### config.mk
export PLATFORM = sky130hd
export DESIGN_NAME = rcv_bit_timer
export DESIGN_NICKNAME = d
export VERILOG_FILES = /design/src/rtl/usb_rx_pkg.sv /design/src/rtl/rx_flex_counter.sv /design/src/rtl/rcv_bit_timer.sv
export SDC_FILE = /design/constraint.sdc
export NUM_CORES = 1
export LEC_CHECK = 0
export BUFFER_PORTS_ARGS = -buffer_cell sky130_fd_sc_hd__buf_2
export CORE_UTILIZATION = 41
export CTS_CLUSTER_DIAMETER = 200
export DETAILED_ROUTE_END_ITERATION = 16
export HOLD_SLACK_MARGIN = 0.15
export SKIP_CTS_REPAIR_TIMING = 1
export SLEW_MARGIN = 20
export SYNTH_ARGS = -nofsm -noshare
export SYNTH_HDL_FRONTEND = slang
export SYNTH_SLANG_ARGS = --single-unit
### constraint.sdc
create_clock -name clk -period 2.1 [get_ports clk]
set_input_delay 0 -clock clk [delete_from_list [all_inputs] [get_ports clk]]
set_output_delay 0 -clock clk [all_outputs]
set_load 0.02 [all_outputs]
### src/rtl/usb_rx_pkg.sv
// ---------------------------------------------------------------------------
// usb_rx_pkg
// Shared definitions for the USB full-speed receive path.
//   rcv_timer_state_t : bit timer FSM states (IDLE, RUN, ERR), 2-bit encoded
//   USB_CLKS_PER_BIT  : system clocks per USB bit (96 MHz / 12 Mbps)
//   USB_BITS_PER_BYTE : sampled bits per received byte
//   USB_MAX_IDLE_BITS : longest legal run of bit times without a transition
// ---------------------------------------------------------------------------
package usb_rx_pkg;

    typedef enum logic [1:0] {
        IDLE = 2'd0,
        RUN  = 2'd1,
        ERR  = 2'd2
    } rcv_timer_state_t;

    localparam int USB_CLKS_PER_BIT  = 8;
    localparam int USB_BITS_PER_BYTE = 8;
    localparam int USB_MAX_IDLE_BITS = 7;

endpackage

### src/rtl/rx_flex_counter.sv
// ---------------------------------------------------------------------------
// rx_flex_counter
// Up-counter with synchronous clear, synchronous load, count enable and a
// programmable rollover value. After reaching rollover_val the count wraps
// to 0 and rollover_flag is raised for exactly the following cycle.
//   clk, n_rst     : clock, asynchronous active-low reset
//   clear          : synchronous clear of count and flag (highest priority)
//   load, load_val : synchronous load of count (clears the flag)
//   count_enable   : advance the count this cycle
//   rollover_val   : last value before wrapping to 0
//   count          : current count
//   rollover_flag  : registered one-cycle wrap indication
// ---------------------------------------------------------------------------
module rx_flex_counter #(
    parameter int WIDTH = 4
) (
    input  logic             clk,
    input  logic             n_rst,
    input  logic             clear,
    input  logic             load,
    input  logic [WIDTH-1:0] load_val,
    input  logic             count_enable,
    input  logic [WIDTH-1:0] rollover_val,
    output logic [WIDTH-1:0] count,
    output logic             rollover_flag
);

    // Clear beats load beats count; the flag is only ever raised by a wrap.
    always_ff @(posedge clk or negedge n_rst) begin
        if (!n_rst) begin
            count         <= '0;
            rollover_flag <= 1'b0;
        end else if (clear) begin
            count         <= '0;
            rollover_flag <= 1'b0;
        end else if (load) begin
            count         <= load_val;
            rollover_flag <= 1'b0;
        end else if (count_enable) begin
            if (count == rollover_val) begin
                count         <= '0;
                rollover_flag <= 1'b1;
            end else begin
                count         <= count + 1'b1;
                rollover_flag <= 1'b0;
            end
        end else begin
            rollover_flag <= 1'b0;
        end
    end

endmodule

### src/rtl/rcv_bit_timer.sv
// ---------------------------------------------------------------------------
// rcv_bit_timer
// USB full-speed receive bit timer. Starts on the first transition while
// enable_timer is high, strobes shift_enable at the sample point of every
// bit, strobes byte_received after every BITS_PER_BYTE bits and raises
// rx_error when no transition is seen for more than MAX_IDLE_BITS bits.
//   clk, n_rst    : clock, asynchronous active-low reset
//   d_edge        : one-cycle pulse per transition on D+/D-
//   enable_timer  : high while a packet is being received
//   shift_enable  : one-cycle strobe, sample the current bit
//   byte_received : one-cycle strobe, a full byte has been shifted
//   rx_error      : transition timeout, held until enable_timer drops
//   bit_cnt       : bits shifted into the current byte
// Build option: define RCV_TIMER_RESYNC_EN to re-align the bit phase on
// every transition; without it the phase free-runs after the start edge.
// ---------------------------------------------------------------------------
module rcv_bit_timer
    import usb_rx_pkg::*;
#(
    parameter int CLKS_PER_BIT  = USB_CLKS_PER_BIT,
    parameter int SAMPLE_POINT  = 3,
    parameter int BITS_PER_BYTE = USB_BITS_PER_BYTE,
    parameter int MAX_IDLE_BITS = USB_MAX_IDLE_BITS
) (
    input  logic                             clk,
    input  logic                             n_rst,
    input  logic                             d_edge,
    input  logic                             enable_timer,
    output logic                             shift_enable,
    output logic                             byte_received,
    output logic                             rx_error,
    output logic [$clog2(BITS_PER_BYTE)-1:0] bit_cnt
);

    localparam int PHASE_W = $clog2(CLKS_PER_BIT);
    localparam int BIT_W   = $clog2(BITS_PER_BYTE);
    localparam int IDLE_W  = $clog2(MAX_IDLE_BITS + 1);

    localparam logic [PHASE_W-1:0] SAMPLE_PHASE = PHASE_W'(SAMPLE_POINT);
    localparam logic [PHASE_W-1:0] LAST_PHASE   = PHASE_W'(CLKS_PER_BIT - 1);
    localparam logic [PHASE_W-1:0] EDGE_PHASE   = PHASE_W'(1);
    localparam logic [BIT_W-1:0]   LAST_BIT     = BIT_W'(BITS_PER_BYTE - 1);
    localparam logic [IDLE_W-1:0]  IDLE_MAX     = IDLE_W'(MAX_IDLE_BITS);

`ifdef RCV_TIMER_RESYNC_EN
    localparam bit RESYNC = 1'b1;
`else
    localparam bit RESYNC = 1'b0;
`endif

    rcv_timer_state_t   state;
    logic [PHASE_W-1:0] phase;
    logic [IDLE_W-1:0]  idle_cnt;
    logic               start;
    logic               timeout;
    logic               phase_clear;
    logic               phase_load;
    logic               bit_clear;
    logic               phase_wrap_unused;

    assign start        = (state == IDLE) && enable_timer && d_edge;
    assign shift_enable = (state == RUN) && (phase == SAMPLE_PHASE);
    assign timeout      = shift_enable && (idle_cnt == IDLE_MAX);
    assign rx_error     = (state == ERR);

    // The start edge is phase 0, so the phase is loaded with 1 for the next
    // cycle; with resync every later edge re-anchors the bit the same way.
    assign phase_clear = !enable_timer || ((state == IDLE) && !start);
    assign phase_load  = start || (RESYNC && (state == RUN) && d_edge);
    assign bit_clear   = !enable_timer || (state == IDLE);

    rx_flex_counter #(
        .WIDTH (PHASE_W)
    ) u_phase_cnt (
        .clk           (clk),
        .n_rst         (n_rst),
        .clear         (phase_clear),
        .load          (phase_load),
        .load_val      (EDGE_PHASE),
        .count_enable  (state == RUN),
        .rollover_val  (LAST_PHASE),
        .count         (phase),
        .rollover_flag (phase_wrap_unused)
    );

    // The strobe that trips the timeout is not counted as a bit, so it can
    // never produce byte_received; the wrap flag doubles as byte_received.
    rx_flex_counter #(
        .WIDTH (BIT_W)
    ) u_bit_cnt (
        .clk           (clk),
        .n_rst         (n_rst),
        .clear         (bit_clear),
        .load          (1'b0),
        .load_val      ('0),
        .count_enable  (shift_enable && !timeout),
        .rollover_val  (LAST_BIT),
        .count         (bit_cnt),
        .rollover_flag (byte_received)
    );

    // Bits sampled since the last transition; saturates at the limit and a
    // transition in the same cycle as a strobe wins.
    always_ff @(posedge clk or negedge n_rst) begin
        if (!n_rst) begin
            idle_cnt <= '0;
        end else if (!enable_timer || (state == IDLE)) begin
            idle_cnt <= '0;
        end else if (state == RUN) begin
            if (d_edge) begin
                idle_cnt <= '0;
            end else if (shift_enable && (idle_cnt != IDLE_MAX)) begin
                idle_cnt <= idle_cnt + 1'b1;
            end
        end
    end

    // Dropping enable_timer returns to IDLE from anywhere; ERR is left only
    // that way.
    always_ff @(posedge clk or negedge n_rst) begin
        if (!n_rst) begin
            state <= IDLE;
        end else if (!enable_timer) begin
            state <= IDLE;
        end else begin
            case (state)
                IDLE:    if (d_edge)  state <= RUN;
                RUN:     if (timeout) state <= ERR;
                ERR:     state <= ERR;
                default: state <= IDLE;
            endcase
        end
    end

endmodule

==> summary.txt, run 1 <==
Worst setup path
  – FF-to-FF Start: idle_cnt[0]$_DFFE_PN0P_
  – Cell mode on critical path: ha_1
  – CP Launch Point: idle_cnt[0]$_DFFE_PN0P_
  – Worst Reg-to-Reg Cells: 5
  – Worst path buffer plus inverter count: 0
  – CP Max Fanout: 8
  – CP Launch Type: flip-flop
  – Critical path endpoint category: flip-flop
  – Req. time, crit path: 2300 ps
  – Cell Chain, Critical Path: ha_1 > ha_1 > nand3b_1 > or3_2 > a21oi_1
  – CP Data Arrival Time: 1920 ps
  – R2r setup slk: 380 ps
  – Setup crit end: u_bit_cnt.count[0]$_DFFE_PN0P_
  – Crit Path Class: flip-flop to flip-flop
  – CP Depth: 5
  – Crit-path slowest cell: or3_2
  – Crit-path max cell delay: 460 ps
  – Reg2Reg Capture Point: u_bit_cnt.count[0]$_DFFE_PN0P_
  – Crit-path leading delay family: simple AND/OR/NAND/NOR gates

Synthesis
  – Post-synth top area share: 42.8%
  – Yosys top cell by area: dfrtp_1
  – Number of synthesized register bits: 12
  – Synth warn: 0
  – Count leader, synth: dfrtp_1
  – Post-synth ARST share: 100%
  – Mapped Cells: 69
  – Commonest cells post-synth: 12 x dfrtp_1, 10 x ha_1, 6 x inv_1
  – Ranking of synthesized cells by area: dfrtp_1 43%, ha_1 18%, mux2i_1 5.7%, nand3b_1 4.3%, a21oi_1 3.6%
  – Synth Flop Type: dfrtp_1
  – Mean Syn Cell Area: 10.2 um2
  – Post-Syn Nets: 83
  – Synthesized area: 702 um2
  – Sequential fraction of the synthesis area: 42.8%
  – Cell variety after synth: 21
  – Post-synth EDFFs: 0

Finish
  – Design Area, Final: 850 um2
  – Non-filler cells, final: 103
  – Filler cells: 145
  – Ant diodes: 0
  – Area grow syn2layout: 21.0%
  – Layout cells sized above 1: 18.4%
  – Final #Nets: 102

STA
  – Fmax: 0.581 GHz
  – Final Skew: 8.47 ps
  – RSZ-0062 raised after global routing: no
  – Slew Viols, Final: 0
  – Min Hold Slack: 550 ps
  – Final setup fails: 0
  – Final critical-path share of the clock period: 82.0%
  – Tmin final: 1720 ps
  – Setup TNS: 0 ps
  – Worst-Margin Slew: 474 ps
  – Rel. slew slack: 68.3%
  – Final Hold Viols: 0

Place
  – Dpl cells: 94
  – Port Buffers: 9
  – GP Congestion: 0.726
  – DP HPWL: 919 um
  – Placed cell areas: 763 um2

Global routing
  – Largest net degree at the start of global routing: 13
  – Vias in the first global route: 469
  – Initial antenna violation count: 0
  – First-pass GRT wire length: 2060 um
  – GRT overflow: 0
  – Total Routing Usage GR: 15.5%

Power
  – Pwr Total: 0.594 mW
  – Leakage: 0.444 nW
  – Pwr/cell area: 699 mW/mm2
  – Peak VDD IR: 0.459 mV

Clocking
  – CTS H-tree lvls: 1
  – Worst-skew pair later-pin latency: 270 ps
  – Clock sinks: 12
  – CTS tree: done
  – CTS root buf: clkbuf_4
  – Clk pin slew, worst setup/hold paths: 80 ps
  – Inserted Clock Buffers: 3
  – Bufs on Longest Clock Path: 2

Die
  – FP Rows: 14
  – Chip Height: 43.4 um
  – Die ar.: 0.00188 mm2
  – Core Box Area: 0.00156 mm2
  – Io pins: 10
  – Die Wd: 43.4 um
  – Starting density of the core: 45.0%

Drt
  – Antenna Nets Post-Route: 0
  – Final wirelength: 1250 um
  – Drt first pass iters: 10
  – WL per Instance: 12.1 um
  – Initial DRC count: 15
  – DRC Markers: 2
  – Vias: 527
  – Vias per cell: 5.12

Run status
  – Violated checks: design-rule violations
  – Status: complete, but fails checks

Run
  – Max-capacitance violation count: 0

Hold path
  – Hold Path Class: flip-flop to flip-flop
==> cell type report <==
type	count	area (um2)	area share [%]
Multi-Input combinational cell	49	360	42.4
Sequential cell	12	300	35.3
Timing Repair Buffer	16	110	13.0
Clock buffer	4	36.3	4.27
Inverter	6	22.5	2.65
Tap cell	16	20.0	2.36
==> tightest hold or removal path: cells and delay by family, from the launching register on <==
family / cells / cell delay, ps
flops: 1 / 390
simple gates: 1 / 70
compound gates: 1 / 50
==> through the flow <==
stage / utilization (%) / setup slack, ps
5_1_grt: 54.5 / 252
3_3_place_gp: 49.0 / 446
2_1_floorplan: - / 574
3_5_place_dp: 49.0 / 381
4_1_cts: 51.3 / 376
6_report: 54.5 / 379
==> placed cells by master, fill, tap and decap left out, types with 4 or more instances in the layout <==
master and n:
nand3b_1 4, a21oi_1 5, buf_2 9, ha_1 10, mux2i_1 4, inv_1 6, dfrtp_1 12, dlygate4sd3_1 5
nand2_1 5, nor2_1 4
==> cell families (layout without fill, tap and decap cells) <==
kind of cell | count (synthesis) | count (layout) | synth area share, %
and+or+nand+nor | 23 | 23 | 17.5
DFF | 12 | 12 | 42.8
adders and majority gates | 10 | 10 | 17.8
AOI/OAI and AO/OA | 12 | 12 | 10.3
muxes | 4 | 4 | 5.70
buffers and inverters | 8 | 26 | 5.88
==> per-layer routing <==
| metal | vias up | global-route usage (%) | wire length, um |
|---|---|---|---|
| met5 | - | 0 | 0 |
| met4 | 0 | 5.63 | 14 |
| met3 | 2 | 7.50 | 36 |
| met2 | 9 | 23.0 | 573 |
| met1 | 242 | 19.7 | 626 |
| li1 | 274 | - | - |
==> worst min path at each step <==
stage               cells after the start                             start                               end  slack [ps]
floorplan                               0                             n_rst           idle_cnt[0]$_DFFE_PN0P_        -300
finish                                  2  u_phase_cnt.count[1]$_DFFE_PN0P_  u_phase_cnt.count[1]$_DFFE_PN0P_         550
global placement                        1                             n_rst  u_phase_cnt.count[1]$_DFFE_PN0P_        -100
global route                            2  u_phase_cnt.count[1]$_DFFE_PN0P_  u_phase_cnt.count[1]$_DFFE_PN0P_         580
detailed placement                      1                             n_rst  u_phase_cnt.count[1]$_DFFE_PN0P_        -110
CTS                                     1                             n_rst  u_phase_cnt.count[1]$_DFFE_PN0P_        -410
==> flip-flops by register name, indices dropped and copies added, names as in the netlist <==
register,cells
idle_cnt,3
u_bit_cnt.count,3
u_phase_cnt.count,3
state,2
u_bit_cnt.rollover_flag,1
==> where the power goes <==
group / leakage (nW) / switching [mW] / internal [mW] / total, mW
Combinational: 0.257 / 0.0892 / 0.0652 / 0.154
Clock: 0.0210 / 0.0752 / 0.105 / 0.180
Sequential: 0.165 / 0.0116 / 0.247 / 0.259
Total: 0.444 / 0.176 / 0.418 / 0.594
Power figures use the tool's default switching activity.
==> inputs of run 2 (changes only) <==
clock period = 1.73 ns   (was 2.1 ns; I/O delays follow)
==> summary.txt, run 2 (synthesis gave the netlist of run 1 again) <==
Place
  – Placed cell areas: 771 um2 (+0.98%)
  – Port Buffers: 9 (unchanged)
  – GP Congestion: 0.759 (+4.5%)
  – DP HPWL: 886 um (-3.7%)
  – Dpl cells: 95 (+1.1%)
  – Dpl ws: 93.1 ps (-288 ps)

Die
  – Chip Height: 43.4 um (unchanged)
  – Io pins: 10 (unchanged)
  – Die ar.: 0.00188 mm2 (unchanged)
  – Starting density of the core: 45.0% (unchanged)
  – Die Wd: 43.4 um (unchanged)
  – FP Rows: 14 (unchanged)
  – Core Box Area: 0.00156 mm2 (unchanged)

STA
  – Fmax: 0.604 GHz (+3.9%)
  – Final setup fails: 0 (unchanged)
  – Setup TNS: 0 ps (unchanged)
  – Min Hold Slack: 129 ps (-422 ps)
  – Tmin final: 1660 ps (-65.4 ps)
  – Final critical-path share of the clock period: 95.7% (+14 points)
  – RSZ-0062 raised after global routing: no
  – Final Skew: 0.266 ps (-8.20 ps)
  – Rel. slew slack: 76.5% (+8.2 points)
  – Worst-Margin Slew: 352 ps (-122 ps)
  – Slew Viols, Final: 0 (unchanged)
  – Final Hold Viols: 0 (unchanged)
  – Final WS setup: 74.0 ps (-305 ps)

Finish
  – Non-filler cells, final: 102 (-0.97%)
  – Design Area, Final: 841 um2 (-1.0%)
  – Commonest non-fill, non-tap cell in the layout: dfrtp_1
  – Top Registers: idle_cnt: 3 flops, u_bit_cnt.count: 3 flops, u_phase_cnt.count: 3 flops
  – Area grow syn2layout: 19.8%
  – Layout cells sized above 1: 20.9% (+2.5 points)
  – Ant diodes: 0 (unchanged)
  – Final Core Density: 53.9% (-0.56 points)
  – Final #Nets: 101 (-0.98%)
  – Commonest cells after routing, fill and taps aside: 12 x dfrtp_1, 10 x ha_1, 9 x buf_2

Clocking
  – Bufs on Longest Clock Path: 2 (unchanged)
  – CTS H-tree lvls: 1 (unchanged)
  – Inserted Clock Buffers: 3 (unchanged)
  – Worst-skew pair later-pin latency: 270 ps (about the same)
  – CTS root buf: clkbuf_4
  – Clock sinks: 12 (unchanged)
  – CTS tree: done
  – Clk pin slew, worst setup/hold paths: 80 ps (about the same)

Global routing
  – GRT overflow: 0 (unchanged)
  – Initial antenna violation count: 0 (unchanged)
  – Vias in the first global route: 499 (+6.4%)
  – First-pass GRT wire length: 2060 um (unchanged)
  – Largest net degree at the start of global routing: 13 (unchanged)
  – Total Routing Usage GR: 14.7% (-0.76 points)

Run
  – Max-capacitance violation count: 0 (unchanged)

Power
  – Pwr Total: 0.719 mW (+21%)
  – Leakage: 0.439 nW (-0.95%)
  – Pwr/cell area: 855 mW/mm2 (+22%)
  – Peak VDD IR: 0.661 mV (+44%)

Drt
  – Vias: 529 (+0.38%)
  – Antenna Nets Post-Route: 0 (unchanged)
  – DRC Markers: 2 (unchanged)
  – Initial DRC count: 14 (-1)
  – WL per Instance: 12.0 um (-1.6%)
  – Final wirelength: 1220 um (-2.6%)
  – Vias per cell: 5.19 (+1.4%)
  – Drt first pass iters: 9 (-1)

Worst setup path
  – CP Max Fanout: 6 (-2)
  – Crit-path max cell delay: 390 ps (-70 ps)
  – Req. time, crit path: 1930 ps (-370 ps)
  – Crit-path leading delay family: simple AND/OR/NAND/NOR gates
  – Crit-path slowest cell: dfrtp_1
  – Crit Path Class: flip-flop to flip-flop
  – Critical path endpoint category: flip-flop
  – Cell mode on critical path: ha_1
  – CP Data Arrival Time: 1850 ps (-70 ps)
  – Worst path buffer plus inverter count: 1 (+1)
  – Cell Chain, Critical Path: ha_1 > ha_1 > nand3b_1 > buf_4 > or3_1 > a21oi_2
  – CP Launch Type: flip-flop

Hold path
  – Hold Path Class: primary input to asynchronous set/reset pin

Run status
  – Violated checks: design-rule violations
  – Status: complete, but fails checks
-- run 2: cell count changes in the layout (fill, tap and decap cells not counted) --
cell / delta
dlygate4sd3_1: -2
buf_4: +1
a21oi_1: -1
a21oi_2: +1
-- run 2: final timing paths --
check	startpoint	end	slack [ps]	cells after the start
setup / recovery	idle_cnt[0]$_DFFE_PN0P_	idle_cnt[0]$_DFFE_PN0P_	70	6
hold / removal	n_rst	u_phase_cnt.count[1]$_DFFE_PN0P_	130	2
setup reg to reg	idle_cnt[0]$_DFFE_PN0P_	idle_cnt[0]$_DFFE_PN0P_	70	6
hold reg to reg	u_phase_cnt.count[1]$_DFFE_PN0P_	u_phase_cnt.count[1]$_DFFE_PN0P_	550	2
max in group asynchronous	n_rst	u_bit_cnt.count[1]$_DFFE_PN0P_	1390	2
min in group clk	u_phase_cnt.count[1]$_DFFE_PN0P_	u_phase_cnt.count[1]$_DFFE_PN0P_	550	2
-- run 2: layout make-up --
cell class / count / area [um2]
sequential: 12 / 300
fill: 149 / 718
timing repair buffer: 15 / 97.6
multi-input combinational: 49 / 364
inverter: 6 / 22.5
tap: 16 / 20.0
clock buffer: 4 / 36.3
-- run 2: worst reg2reg max path, stage by stage, from the launching register on --
cell	delay, ps
dfrtp_1	390
ha_1	200
ha_1	180
nand3b_1	190
buf_4	180
or3_1	320
a21oi_2	120
-- run 2: power by group --
part           internal (mW)  leakage [nW]  switching, mW
combinational         0.0755         0.253          0.106
clock                  0.128        0.0210         0.0947
sequential             0.300         0.165         0.0149
-- run 2: per-layer routing --
layer,share of wire (%),up-vias,GRT usage [%]
li1,-,273,-
met1,49,245,18.2
met2,47,9,24.8
met3,3.4,2,2.50
met4,0.82,0,7.50
met5,0,-,0
